### src/rtl/ternary_layer_sched_if.sv
// Handshake bundle for ternary_layer_sched: weight load, input vector and result stream.
// The master is the I/O glue and result consumer; the slave is the scheduler.
interface ternary_layer_sched_if #(
    parameter int IDX_W = 3
);
    logic             wt_valid;
    logic             wt_first;
    logic [7:0]       wt_data;
    logic             wt_ready;
    logic             in_valid;
    logic [3:0]       in_data;
    logic             in_ready;
    logic             out_valid;
    logic             out_ready;
    logic [IDX_W-1:0] out_idx;
    logic [3:0]       out_data;
    logic             busy;

    modport master (
        output wt_valid, wt_first, wt_data, in_valid, in_data, out_ready,
        input  wt_ready, in_ready, out_valid, out_idx, out_data, busy
    );

    modport slave (
        input  wt_valid, wt_first, wt_data, in_valid, in_data, out_ready,
        output wt_ready, in_ready, out_valid, out_idx, out_data, busy
    );
endinterface

### src/rtl/ternary_layer_sched.sv
// Time-multiplexed 4-input ternary perceptron layer on one shared accumulate datapath.
// Optional macro TERN_RELU_EN clamps negative neuron sums to zero at the output register.
module ternary_layer_sched #(
    parameter int NEURONS = 4,
    parameter int IDX_W   = 3
) (
    input  logic                       clk,
    input  logic                       rst_n,
    ternary_layer_sched_if.slave       bus,
    output logic [1:0]                 state_dbg
);
    typedef enum logic [1:0] {IDLE = 2'd0, RUN = 2'd1, DRAIN = 2'd2} state_t;

    localparam logic [IDX_W-1:0] LAST  = IDX_W'(NEURONS - 1);
    localparam int               SLOTS = 2 ** IDX_W;

    state_t           state, next_state;
    logic [7:0]       wts [SLOTS];
    logic [IDX_W-1:0] wptr;
    logic [IDX_W-1:0] idx;
    logic [3:0]       vec;
    logic [3:0]       cur_sum;
    logic             load;
    logic             wt_fire;
    logic             in_fire;

    // Crumb 01 adds the input bit, 11 subtracts it, 00/10 contribute nothing.
    function automatic logic [3:0] tern_sum(input logic [7:0] w, input logic [3:0] x);
        logic [3:0] acc;
        acc = 4'd0;
        for (int i = 0; i < 4; i++) begin
            if (x[i]) begin
                if (w[2*i +: 2] == 2'b01)      acc = acc + 4'd1;
                else if (w[2*i +: 2] == 2'b11) acc = acc - 4'd1;
            end
        end
        return acc;
    endfunction

    assign cur_sum   = tern_sum(wts[idx], vec);
    assign state_dbg = state;

    always_ff @(posedge clk or negedge rst_n) begin
        if (!rst_n) state <= IDLE;
        else        state <= next_state;
    end

    always_comb begin
        next_state = state;
        case (state)
            IDLE:    if (in_fire) next_state = RUN;
            RUN:     if (load && idx == LAST) next_state = DRAIN;
            DRAIN:   if (bus.out_valid && bus.out_ready) next_state = IDLE;
            default: next_state = IDLE;
        endcase
    end

    // valid/ready: a transfer happens on a rising edge where both are high; the sender
    // holds valid and payload stable until then. Weights win over inputs in IDLE.
    always_comb begin
        bus.wt_ready = (state == IDLE);
        bus.in_ready = (state == IDLE) && !bus.wt_valid;
        bus.busy     = (state != IDLE);
        load         = (state == RUN) && (!bus.out_valid || bus.out_ready);
        wt_fire      = bus.wt_valid && bus.wt_ready;
        in_fire      = bus.in_valid && bus.in_ready;
    end

    always_ff @(posedge clk or negedge rst_n) begin
        if (!rst_n) begin
            for (int i = 0; i < SLOTS; i++) wts[i] <= 8'h00;
            wptr <= '0;
        end else if (wt_fire) begin
            if (bus.wt_first) begin
                wts[0] <= bus.wt_data;
                wptr   <= IDX_W'(1);
            end else begin
                wts[wptr] <= bus.wt_data;
                wptr      <= (wptr == LAST) ? '0 : wptr + 1'b1;
            end
        end
    end

    always_ff @(posedge clk or negedge rst_n) begin
        if (!rst_n) begin
            vec           <= 4'd0;
            idx           <= '0;
            bus.out_valid <= 1'b0;
            bus.out_idx   <= '0;
            bus.out_data  <= 4'd0;
        end else begin
            if (in_fire) begin
                vec <= bus.in_data;
                idx <= '0;
            end
            if (load) begin
`ifdef TERN_RELU_EN
                bus.out_data <= cur_sum[3] ? 4'd0 : cur_sum;
`else
                bus.out_data <= cur_sum;
`endif
                bus.out_idx   <= idx;
                bus.out_valid <= 1'b1;
                idx           <= (idx == LAST) ? '0 : idx + 1'b1;
            end else if (bus.out_valid && bus.out_ready) begin
                bus.out_valid <= 1'b0;
            end
        end
    end
endmodule

### src/flat_wrapper.sv
// flat-port wrapper written by rule: the top's interface ports become plain ports
module ternary_layer_sched_flat 
#(
    parameter int NEURONS = 4,
    parameter int IDX_W   = 3
)
  (clk, rst_n, state_dbg, bus_wt_valid, bus_wt_first, bus_wt_data, bus_in_valid, bus_in_data, bus_out_ready, bus_wt_ready, bus_in_ready, bus_out_valid, bus_out_idx, bus_out_data, bus_busy);
  ternary_layer_sched_if #(.IDX_W(IDX_W)) bus_i ();
  input  logic clk;
  input  logic rst_n;
  output logic [1:0] state_dbg;
  input wire logic [$bits(bus_i.wt_valid)-1:0] bus_wt_valid;
  input wire logic [$bits(bus_i.wt_first)-1:0] bus_wt_first;
  input wire logic [$bits(bus_i.wt_data)-1:0] bus_wt_data;
  input wire logic [$bits(bus_i.in_valid)-1:0] bus_in_valid;
  input wire logic [$bits(bus_i.in_data)-1:0] bus_in_data;
  input wire logic [$bits(bus_i.out_ready)-1:0] bus_out_ready;
  output wire logic [$bits(bus_i.wt_ready)-1:0] bus_wt_ready;
  output wire logic [$bits(bus_i.in_ready)-1:0] bus_in_ready;
  output wire logic [$bits(bus_i.out_valid)-1:0] bus_out_valid;
  output wire logic [$bits(bus_i.out_idx)-1:0] bus_out_idx;
  output wire logic [$bits(bus_i.out_data)-1:0] bus_out_data;
  output wire logic [$bits(bus_i.busy)-1:0] bus_busy;
  assign bus_i.wt_valid = bus_wt_valid;
  assign bus_i.wt_first = bus_wt_first;
  assign bus_i.wt_data = bus_wt_data;
  assign bus_i.in_valid = bus_in_valid;
  assign bus_i.in_data = bus_in_data;
  assign bus_i.out_ready = bus_out_ready;
  assign bus_wt_ready = bus_i.wt_ready;
  assign bus_in_ready = bus_i.in_ready;
  assign bus_out_valid = bus_i.out_valid;
  assign bus_out_idx = bus_i.out_idx;
  assign bus_out_data = bus_i.out_data;
  assign bus_busy = bus_i.busy;
  ternary_layer_sched #(.NEURONS(NEURONS), .IDX_W(IDX_W)) u_core (.clk(clk), .rst_n(rst_n), .bus(bus_i), .state_dbg(state_dbg));
endmodule
### config.mk
export PLATFORM = sky130hd
export DESIGN_NAME = ternary_layer_sched_flat
export DESIGN_NICKNAME = d
export VERILOG_FILES = /design/src/rtl/ternary_layer_sched_if.sv /design/src/rtl/ternary_layer_sched.sv /design/src/flat_wrapper.sv
export SDC_FILE = /design/constraint.sdc
export NUM_CORES = 1
export LEC_CHECK = 0
export CAP_MARGIN = 10
export CORE_UTILIZATION = 53
export CTS_CLUSTER_SIZE = 16
export DETAILED_ROUTE_END_ITERATION = 16
export PLACE_DENSITY = 0.76
export SYNTH_ARGS = -nofsm -noshare
export SYNTH_HDL_FRONTEND = slang
export SYNTH_SLANG_ARGS = --single-unit
### constraint.sdc
create_clock -name clk -period 3.97 [get_ports clk]
set_input_delay 0.9925 -clock clk [delete_from_list [all_inputs] [get_ports clk]]
set_output_delay 0.9925 -clock clk [all_outputs]
set_load 0.01 [all_outputs]
==> results of run 1 <==
[stage by stage]
step / setup WS (ns) / std cells / utilization [%] / hold slack [ns]
finish: 0.215 / 459 / 63.6 / 0.477
global route: 0.0265 / 459 / 63.6 / 0.519
CTS: 0.0276 / 458 / 63.4 / 0.482
detailed placement: -0.00566 / 442 / 60.5 / 0.463
global placement: 0.151 / 442 / 60.5 / 0.459
floorplan: 0.217 / 307 / - / 0.470
[placed cells by master (no fill, tap or decap), types with 2 or more instances in the layout]
cell type	synthesis	layout
a22oi_4	2	2
o21ai_0	2	2
and2_1	2	2
nand2b_1	5	5
nor2b_1	4	4
nand3_1	4	4
clkdlybuf4s50_1	0	29
mux2_2	72	71
dfrtp_1	84	83
nand2_1	29	29
clkbuf_8	0	13
nor2_1	11	11
nand3b_1	3	3
or3_1	3	3
mux4_2	14	15
o21ai_1	3	3
a21oi_1	4	3
o211ai_1	2	2
o21a_1	2	2
buf_4	3	13
nor3b_2	2	2
xnor2_1	5	5
inv_1	8	8
mux2i_1	5	5
ha_1	9	9
nor3b_1	2	2
[logic make-up (layout without fill, tap and decap cells)]
kind of cell / after synthesis / count (layout)
compound gates: 24 / 24
xor+xnor: 6 / 6
fa+ha+maj: 9 / 9
buf+inv: 18 / 68
flops: 84 / 84
mux: 95 / 95
simple gates: 71 / 71
[flip-flops by register name, summed over array words and instances (netlist names)]
signal and flops:
u_core.wts 64, u_core.bus.out_data 4, u_core.vec 4, u_core.bus.out_idx 3
u_core.idx 3, u_core.wptr 3, u_core.state_dbg 2, u_core.bus.out_valid 1
[layout make-up]
cell class | instances | area, µm² | share of cell area (%)
clock buffers | 13 | 179 | 3.66
clock inverters | 3 | 42.5 | 0.870
inverters | 9 | 33.8 | 0.691
multi-input cells | 205 | 2010 | 41.0
flip-flops and latches | 84 | 2100 | 43.0
well taps | 102 | 128 | 2.61
repair buffers | 43 | 399 | 8.16
[critical path: stages (launching register included)]
cell and delay (ns):
dfrtp_2 0.45, buf_6 0.17, mux4_2 0.56, a22oi_4 0.16, inv_1 0.06, ha_1 0.27
inv_1 0.06, mux2i_1 0.06, mux2_4 0.29, ha_1 0.29, or2_4 0.25, a21oi_2 0.15
a21o_1 0.17, inv_1 0.07, ha_1 0.19, mux2i_1 0.14, nor2_1 0.07, xnor2_1 0.15
o21ai_1 0.07
[where the power goes]
group / leakage [nW] / switching, mW / total (mW) / internal [mW]
Sequential: 1.10 / 0.151 / 1.24 / 1.09
Combinational: 1.09 / 0.781 / 1.66 / 0.880
Clock: 0.112 / 0.292 / 0.651 / 0.358
[metal layers]
metal / vias to the layer above / GRT usage (%) / share of wire (%)
met3: 12 / 3.79 / 3.4
met1: 1296 / 29.4 / 47
met2: 53 / 35.5 / 48
met4: 0 / 6.88 / 1.6
li1: 1197 / - / -
met5: - / 0 / 0
[how the worst max path moves through the flow]
stage / from / end / slack [ns]
final: u_core.idx[0]$_DFFE_PN0P_ / u_core.bus.out_data[2]$_DFFE_PN0P_ / 0.22
after global routing: u_core.idx[0]$_DFFE_PN0P_ / u_core.bus.out_data[2]$_DFFE_PN0P_ / 0.03
after CTS: u_core.idx[0]$_DFFE_PN0P_ / u_core.bus.out_data[2]$_DFFE_PN0P_ / 0.03
after detailed placement: u_core.idx[0]$_DFFE_PN0P_ / u_core.bus.out_data[1]$_DFFE_PN0P_ / -0.006
after global placement: u_core.idx[0]$_DFFE_PN0P_ / u_core.bus.out_data[1]$_DFFE_PN0P_ / 0.15
after floorplan: u_core.idx[0]$_DFFE_PN0P_ / u_core.bus.out_data[1]$_DFFE_PN0P_ / 0.22
[what timing repair did]
action	4_1_cts	5_1_grt
buffers inserted	0	1
setup endpoints to repair	2	3
pin swaps	0	3
resized for setup	1	5
==> metrics.cfg, run 1 <==
[clocking]
clk_path_buf_depth=2
ctsHoldBuffers=0
cts_tree=yes
clk_latency_ns=0.35
htree_levels=3
cts-buffers-inserted=9
root_buffer=clkbuf_8
clkTransAtPathRegs_ns=0.08
clock-sinks=84

[critical_path]
critPathKind=reg2reg
reg2reg_to=u_core.bus.out_data[2]$_DFFE_PN0P_
reg2reg_depth=18
crit_path_start_kind=flop
worstPathRequired_ns=4.20
arrival_ns=3.98
r2r_setup_slack_ns=0.22
end_kind=flop
rr_startpoint=u_core.idx[0]$_DFFE_PN0P_
crit_fanout=7

[global_routing]
antenna_found_initial=0
grt_pass1_vias=2715
grt_start_max_net_pins=85
grt_pass1_wl_um=13500
grt_usage_pct=21.6
grt_overflow_total=0

[layout]
n_fill_cell=588
layout-drive-gt1-share_pct=36.4
design_area_um2=4890
nets=379
area_growth_pct=16.8
antenna_cells=0

[timing]
max-slew-margin-rel_pct=31.2
finClkSkew_ns=0.00711
finalSetupTns_ns=0
max_freq_mhz=266
rsz0062_at_grt=no
period_share_pct=94.6
tightest_slew_ns=1.03
timing_hold_violations_final=0
period_needed_ns=3.75
slew_viol_final=0
final-setup-viol-count=0

[synth]
synth-seq-cells=84
syn_area_um2=4190
synthAdderAreaFrac_pct=2.69
ys_seq_area_share_pct=50.2
syn_inst=307
synth_top_area_cell=dfrtp_1
yosysMostFrequentCell=dfrtp_1
synth_mux_area_share_pct=29.8
ys.flop_type=dfrtp_1
synthTopCellsByCount=84 x dfrtp_1, 72 x mux2_2, 29 x nand2_1
synth_top_family_by_area=multiplexers
synth_edf_count=0
async_flop_share_pct=100
syn-num-nets=334
synth-compound-area-share_pct=4.84
yosys_warnings=0
synth_simple_gate_area_share_pct=8.69
synthTopCellsByArea=dfrtp_1 50%, mux2_2 19%, mux4_2 7.5%, ha_1 2.7%, nand2_1 2.6%
synth_top_area_share_pct=50.2
syn_avg_cell_area_um2=13.6
yosysUniqueCellTypes=48
synth_xor_area_share_pct=1.70

[drt]
firstDrtPassIters=4
drt.antenna.violating_nets=0
via_per_inst=5.57
via_count=2558
drtIter0Drc=97
drc=0
routedWlPerCell_um=17.4
drt-total-wl_um=7970

[power_and_ir_drop]
power_density_nw_per_um2=725
total_leakage_power_nw=2.30
irDropWorstVdd_uv=261
finalPower_mw=3.55

[floorplan]
dieHeight_um=90.9
rows=32
start_util_pct=54.5
ios=31
fp.dieW_um=90.9
dieArea_um2=8270
core-area_um2=7690

[placement]
place_area_um2=4650
port_buffers=30
dp_hpwl_um=5420
gp_congestion=0.780

[worst_hold_path]
holdPathEnd=u_core.bus.out_idx[2]$_DFFE_PN0P_
hp-start=u_core.bus.out_idx[2]$_DFFE_PN0P_
hold_path.class=reg2reg
min_path_cells=2

[run]
drv_cap=0

[outcome]
status=finished, final reports clean

Power figures use the tool's default switching activity.
==> run 2: changes to the inputs <==
--- a/config.mk
+++ b/config.mk
@@ -6,6 +6,7 @@
 export NUM_CORES = 1
 export LEC_CHECK = 0
 export CAP_MARGIN = 10
+export CORE_MARGIN = 2
 export CORE_UTILIZATION = 53
 export CTS_CLUSTER_SIZE = 16
 export DETAILED_ROUTE_END_ITERATION = 16
==> metrics.cfg, run 2 (synthesized netlist as in run 1, its figures left out) <==
[layout]
n_fill_cell=618  ; was 588
reg_top3=u_core.wts: 64 flops, u_core.bus.out_data: 4 flops, u_core.vec: 4 flops  ; unchanged
largest_reg_flops=64  ; unchanged
fin_cells=463  ; was 459
nets=383  ; was 379
antenna_cells=0  ; unchanged
mostFrequentLayoutCell=dfrtp_1  ; unchanged
area_growth_pct=17.4  ; was 16.8%
multi_input_area_um2=2010  ; about the same
layout-drive-gt1-share_pct=37.1  ; was 36.4%
design_area_um2=4920  ; was 4890 µm²
mostFrequentLayoutCells=82 x dfrtp_1, 71 x mux2_2, 29 x nand2_1, 29 x clkdlybuf4s50_1, 18 x buf_4  ; was 83 x dfrtp_1, 71 x mux2_2, 29 x nand2_1, 29 x clkdlybuf4s50_1, 15 x mux4_2
top_register=u_core.wts  ; unchanged
seqCellArea_um2=2100  ; about the same

[clocking]
root_buffer=clkbuf_8  ; unchanged
cts-buffers-inserted=9  ; unchanged
ctsHoldBuffers=0  ; unchanged
clk_path_buf_depth=2  ; unchanged
clkTransAtPathRegs_ns=0.08  ; about the same
cts_tree=yes  ; unchanged
clock-sinks=84  ; unchanged
clk_latency_ns=0.35  ; about the same
htree_levels=3  ; unchanged

[power_and_ir_drop]
power_density_nw_per_um2=739  ; was 725 nW/µm²
finalPower_mw=3.64  ; was 3.55 mW
irDropWorstVdd_uv=283  ; was 261 µV
total_leakage_power_nw=2.32  ; was 2.30 nW

[critical_path]
worstPathRequired_ns=4.20  ; about the same
critPathKind=reg2reg  ; unchanged
end_kind=flop  ; unchanged
crit_path_start_kind=flop  ; unchanged
arrival_ns=3.98  ; about the same
crit_fanout=6  ; was 7

[timing]
setup_slack_ns=0.213  ; was 0.215 ns
period_needed_ns=3.76  ; was 3.75 ns
max_freq_mhz=266  ; about the same
period_share_pct=94.6  ; about the same
whs_ns=0.483  ; was 0.477 ns
max-slew-margin-rel_pct=31.3  ; was 31.2%
finClkSkew_ns=0.00801  ; was 0.00711 ns
timing_hold_violations_final=0  ; unchanged
tightest_slew_ns=1.03  ; about the same
final-setup-viol-count=0  ; unchanged
slew_viol_final=0  ; unchanged

[drt]
drtIter0Drc=182  ; was 97
drt-total-wl_um=8350  ; was 7970 µm
firstDrtPassIters=4  ; unchanged
drc=0  ; unchanged
drt.antenna.violating_nets=0  ; unchanged
via_per_inst=5.63  ; was 5.57
routedWlPerCell_um=18.0  ; was 17.4 µm
via_count=2605  ; was 2558

[global_routing]
grt_pass1_vias=2652  ; was 2715
grt_overflow_total=0  ; unchanged
met3_usage_pct=4.23  ; was 3.79%
antenna_found_initial=0  ; unchanged
busiest_layer=met2  ; unchanged
grt_pass1_wl_um=13500  ; about the same
globalRouteMet2Util_pct=33.5  ; was 35.5%
grt_usage_pct=20.9  ; was 21.6%
met1_usage_pct=28.6  ; was 29.4%
grt_start_max_net_pins=85  ; unchanged

[placement]
dp_cells=444  ; was 442
gp_congestion=0.816  ; was 0.780
dp_hpwl_um=5640  ; was 5420 µm
post-place-ws_ns=0.0122  ; was -0.00566 ns
port_buffers=30  ; unchanged
place_area_um2=4670  ; was 4650 µm²

[floorplan]
fp.dieW_um=92.9  ; was 90.9 µm
rows=32  ; unchanged
ios=31  ; unchanged
core-area_um2=7690  ; unchanged
dieHeight_um=92.9  ; was 90.9 µm
start_util_pct=54.5  ; unchanged
dieArea_um2=8630  ; was 8270 µm²

[outcome]
status=finished, final reports clean  ; unchanged

[worst_hold_path]
hold_path.class=reg2reg  ; unchanged

[run]
drv_cap=0  ; unchanged

## run 2: changes by cell type in the layout (fill, tap and decap cells not counted), sizes merged
cell and delta:
buf +4, bufinv +1, clkbuf -1
## run 2: routing by layer
layer  vias up  part of all wire (%)
met5         -                     0
met4         0                  0.78
met3         6                   4.0
met2        58                    48
met1      1329                    47
li1       1212                     -
## run 2: path summary, 6_finish.rpt
path / startpoint / end / slack (ns) / cells past startpoint
min in group asynchronous: rst_n / u_core.wptr[1]$_DFFE_PN0P_ / 0.80 / 1
max in group asynchronous: rst_n / u_core.idx[0]$_DFFE_PN0P_ / 2.45 / 1
max reg2reg: u_core.idx[0]$_DFFE_PN0P_ / u_core.bus.out_data[1]$_DFFE_PN0P_ / 0.21 / 17
min: u_core.bus.out_idx[0]$_DFFE_PN0P_ / u_core.bus.out_idx[0]$_DFFE_PN0P_ / 0.48 / 2
min reg2reg: u_core.bus.out_idx[0]$_DFFE_PN0P_ / u_core.bus.out_idx[0]$_DFFE_PN0P_ / 0.48 / 2
max: u_core.idx[0]$_DFFE_PN0P_ / u_core.bus.out_data[1]$_DFFE_PN0P_ / 0.21 / 17
## run 2: report_power, final
part	internal [mW]	switching [mW]
clock	0.371	0.302
combinational	0.906	0.809
sequential	1.09	0.161
total	2.37	1.27
## run 2: through the flow
stage,utilization [%],setup TNS [ns]
3_5_place_dp,60.7,0
4_1_cts,63.5,0
5_1_grt,64.0,-0.0122
3_3_place_gp,60.7,0
2_1_floorplan,-,0
6_report,64.0,0
## run 2: critical path: stages, from the launching register on
cell and delay, ns:
dfrtp_2 0.44, mux4_2 0.53, and3_4 0.18, a31o_4 0.21, inv_1 0.05, ha_1 0.22
inv_1 0.05, mux2i_1 0.06, mux2_4 0.29, ha_1 0.28, or2_2 0.30, a21oi_2 0.16
a21o_1 0.16, ha_1 0.25, xnor2_1 0.17, nor2_1 0.07, a21oi_1 0.12, o21ai_1 0.07
## run 2: timing repair
| action | CTS | global route |
|---|---|---|
| setup endpoints to repair | 0 | 3 |
| buffers inserted | 0 | 3 |
| gates resized for setup | 0 | 6 |
## run 2: cell type report
cell class,instances,share of cell area [%]
Clock inverter,4,1.47
Timing Repair Buffer,47,8.64
Inverter,9,0.686
Multi-Input combinational cell,205,40.9
Tap cell,102,2.59
Sequential cell,84,42.8
Clock buffer,12,2.95
==> run 3: changes to the inputs <==
==> constraint.sdc (replaced) <==
create_clock -name clk -period 3.97 [get_ports clk]
set_input_delay 0.397 -clock clk [delete_from_list [all_inputs] [get_ports clk]]
set_output_delay 0.397 -clock clk [all_outputs]
set_load 0.01 [all_outputs]
==> metrics.cfg, run 3 (synthesized netlist as in run 1, its figures left out) <==
[placement]
port_buffers=30  ; unchanged
place_area_um2=4640  ; was 4670 µm²
dp_cells=441  ; was 444
post-place-ws_ns=0.000549  ; was 0.0122 ns
dp_hpwl_um=5500  ; was 5640 µm
gp_congestion=0.818  ; was 0.816

[timing]
period_share_pct=94.4  ; was 94.6%
timing_hold_violations_final=0  ; unchanged
setup_slack_ns=0.224  ; was 0.213 ns
final-setup-viol-count=0  ; unchanged
period_needed_ns=3.75  ; was 3.76 ns
slew_viol_final=0  ; unchanged
max-slew-margin-rel_pct=18.9  ; was 31.3%
tightest_slew_ns=1.21  ; was 1.03 ns
max_freq_mhz=267  ; was 266 MHz
finClkSkew_ns=0.00480  ; was 0.00801 ns

[drt]
drt.antenna.violating_nets=0  ; unchanged
firstDrtPassIters=5  ; was 4
via_count=2596  ; was 2605
routedWlPerCell_um=18.0  ; about the same
drc=0  ; unchanged
via_per_inst=5.66  ; was 5.63
drt-total-wl_um=8260  ; was 8350 µm
drtIter0Drc=139  ; was 182

[power_and_ir_drop]
switching_share_pct=35.4  ; was 35.0%
power_density_nw_per_um2=725  ; was 739 nW/µm²
pwr-share-seq_pct=35.4  ; was 34.3%
power_switching_mw=1.25  ; was 1.27 mW
irDropWorstVdd_uv=292  ; was 283 µV
pwr-share-clk_pct=16.9  ; was 18.5%
total_leakage_power_nw=2.29  ; was 2.32 nW
p_int_mw=2.28  ; was 2.37 mW
p_comb_share_pct=47.7  ; was 47.1%

[global_routing]
grt_usage_pct=20.7  ; was 20.9%
globalRouteMet2Util_pct=33.5  ; about the same
grt_pass1_wl_um=13400  ; was 13500 µm
met3_usage_pct=3.34  ; was 4.23%
antenna_found_initial=0  ; unchanged
grt_pass1_vias=2595  ; was 2652
grt_overflow_total=0  ; unchanged
met1_usage_pct=28.1  ; was 28.6%
grt_start_max_net_pins=85  ; unchanged
busiest_layer=met2  ; unchanged

[outcome]
status=finished, final reports clean  ; unchanged

[clocking]
ctsHoldBuffers=0  ; unchanged
cts-buffers-inserted=9  ; unchanged
htree_levels=3  ; unchanged
clk_path_buf_depth=2  ; unchanged
clkTransAtPathRegs_ns=0.08  ; about the same
root_buffer=clkbuf_8  ; unchanged
clock-sinks=84  ; unchanged
cts_tree=yes  ; unchanged
clk_latency_ns=0.35  ; about the same

[layout]
mostFrequentLayoutCell=dfrtp_1  ; unchanged
largest_reg_flops=64  ; unchanged
area_growth_pct=16.2  ; was 17.4%
fin_cells=459  ; was 463
n_fill_cell=615  ; was 618
top_register=u_core.wts  ; unchanged
mostFrequentLayoutCells=82 x dfrtp_1, 72 x mux2_2, 29 x nand2_1, 29 x clkdlybuf4s50_1  ; was 82 x dfrtp_1, 71 x mux2_2, 29 x nand2_1, 29 x clkdlybuf4s50_1, 18 x buf_4
nets=380  ; was 383
design_area_um2=4870  ; was 4920 µm²
reg_top3=u_core.wts: 64 flops, u_core.bus.out_data: 4 flops, u_core.vec: 4 flops  ; unchanged
layout-drive-gt1-share_pct=37.0  ; was 37.1%
antenna_cells=0  ; unchanged

[floorplan]
ios=31  ; unchanged
dieHeight_um=92.9  ; unchanged
fp.dieW_um=92.9  ; unchanged
core-area_um2=7690  ; unchanged
rows=32  ; unchanged
dieArea_um2=8630  ; unchanged
start_util_pct=54.5  ; unchanged

[critical_path]
worstPathRequired_ns=4.19  ; was 4.20 ns
path_common_cell=ha_1  ; unchanged
crit_path_start_kind=flop  ; unchanged
crit_family=multiplexers  ; unchanged
crit_chain=mux4_2 > and3_4 > a31o_4 > inv_1 > ha_1 > inv_1 > mux2i_1 > mux2_2 > ha_1 > or2_2 > a21oi_2 > a21o_1 > ha_1 > xnor2_1 > nor2_1 > a21oi_1 > o21ai_1  ; was mux4_2 > and3_4 > a31o_4 > inv_1 > ha_1 > inv_1 > mux2i_1 > mux2_4 > ha_1 > or2_2 > a21oi_2 > a21o_1 > ha_1 > xnor2_1 > nor2_1 > a21oi_1 > o21ai_1
cp_num_buf_inv=2  ; unchanged
end_kind=flop  ; unchanged
crit_path_max_incr_delay_ns=0.52  ; was 0.53 ns
crit_fanout=6  ; unchanged
arrival_ns=3.97  ; was 3.98 ns
critPathKind=reg2reg  ; unchanged
crit_slowest_cell=mux4_2  ; unchanged

[run]
drv_cap=0  ; unchanged

[worst_hold_path]
hold_path.class=in2async  ; was reg2reg

[run 3: final cells by class]
cell class / count / area [µm²] / area share, %
flip-flops and latches: 84 / 2100 / 43.2
inverters: 9 / 33.8 / 0.694
repair buffers: 44 / 403 / 8.28
well taps: 102 / 128 / 2.62
clock buffers: 10 / 138 / 2.83
multi-input cells: 205 / 2010 / 41.3
clock inverters: 5 / 52.6 / 1.08
[run 3: routing by layer]
metal,vias to the layer above,part of all wire [%]
met5,-,0
met4,0,2.2
met3,16,4.5
met2,63,48
met1,1310,45
li1,1207,-
[run 3: through the flow]
stage / setup TNS, ns / power, mW / hold WS (ns) / util [%]
6_report: 0 / 3.53 / 0.181 / 63.3
5_1_grt: -0.00187 / 3.78 / 0.303 / 63.3
4_1_cts: 0 / 3.50 / 0.257 / 62.9
3_5_place_dp: 0 / 2.88 / 0.470 / 60.4
3_3_place_gp: 0 / 2.82 / 0.461 / 60.4
2_1_floorplan: 0 / 2.44 / 0.101 / -
[run 3: what timing repair did]
| item | 4_1_cts | 5_1_grt |
|---|---|---|
| buffers inserted | 0 | 3 |
| gates cloned | 0 | 0 |
| setup endpoints to repair | 2 | 3 |
| gates resized for setup | 1 | 4 |
| pin swaps | 0 | 1 |
[run 3: final timing paths]
check,start,to,slack [ns],cells past startpoint
worst min register to register,u_core.bus.out_idx[1]$_DFFE_PN0P_,u_core.bus.out_idx[1]$_DFFE_PN0P_,0.48,2
worst max-delay path,u_core.idx[0]$_DFFE_PN0P_,u_core.bus.out_data[1]$_DFFE_PN0P_,0.22,17
worst max register to register,u_core.idx[0]$_DFFE_PN0P_,u_core.bus.out_data[1]$_DFFE_PN0P_,0.22,17
min in group clk,u_core.bus.out_idx[1]$_DFFE_PN0P_,u_core.bus.out_idx[1]$_DFFE_PN0P_,0.48,2
worst min-delay path,rst_n,u_core.wptr[1]$_DFFE_PN0P_,0.18,1
max in group asynchronous,rst_n,u_core.idx[0]$_DFFE_PN0P_,2.99,1
[run 3: power by group through the flow]
stage          clock network [mW]  registers [mW]  logic [mW]
2_1_floorplan                   0            1.21        1.23
5_1_grt                     0.641            1.28        1.86
3_5_place_dp                    0            1.26        1.63
4_1_cts                     0.607            1.24        1.65
3_3_place_gp                    0            1.24        1.58
6_report                    0.595            1.25        1.69
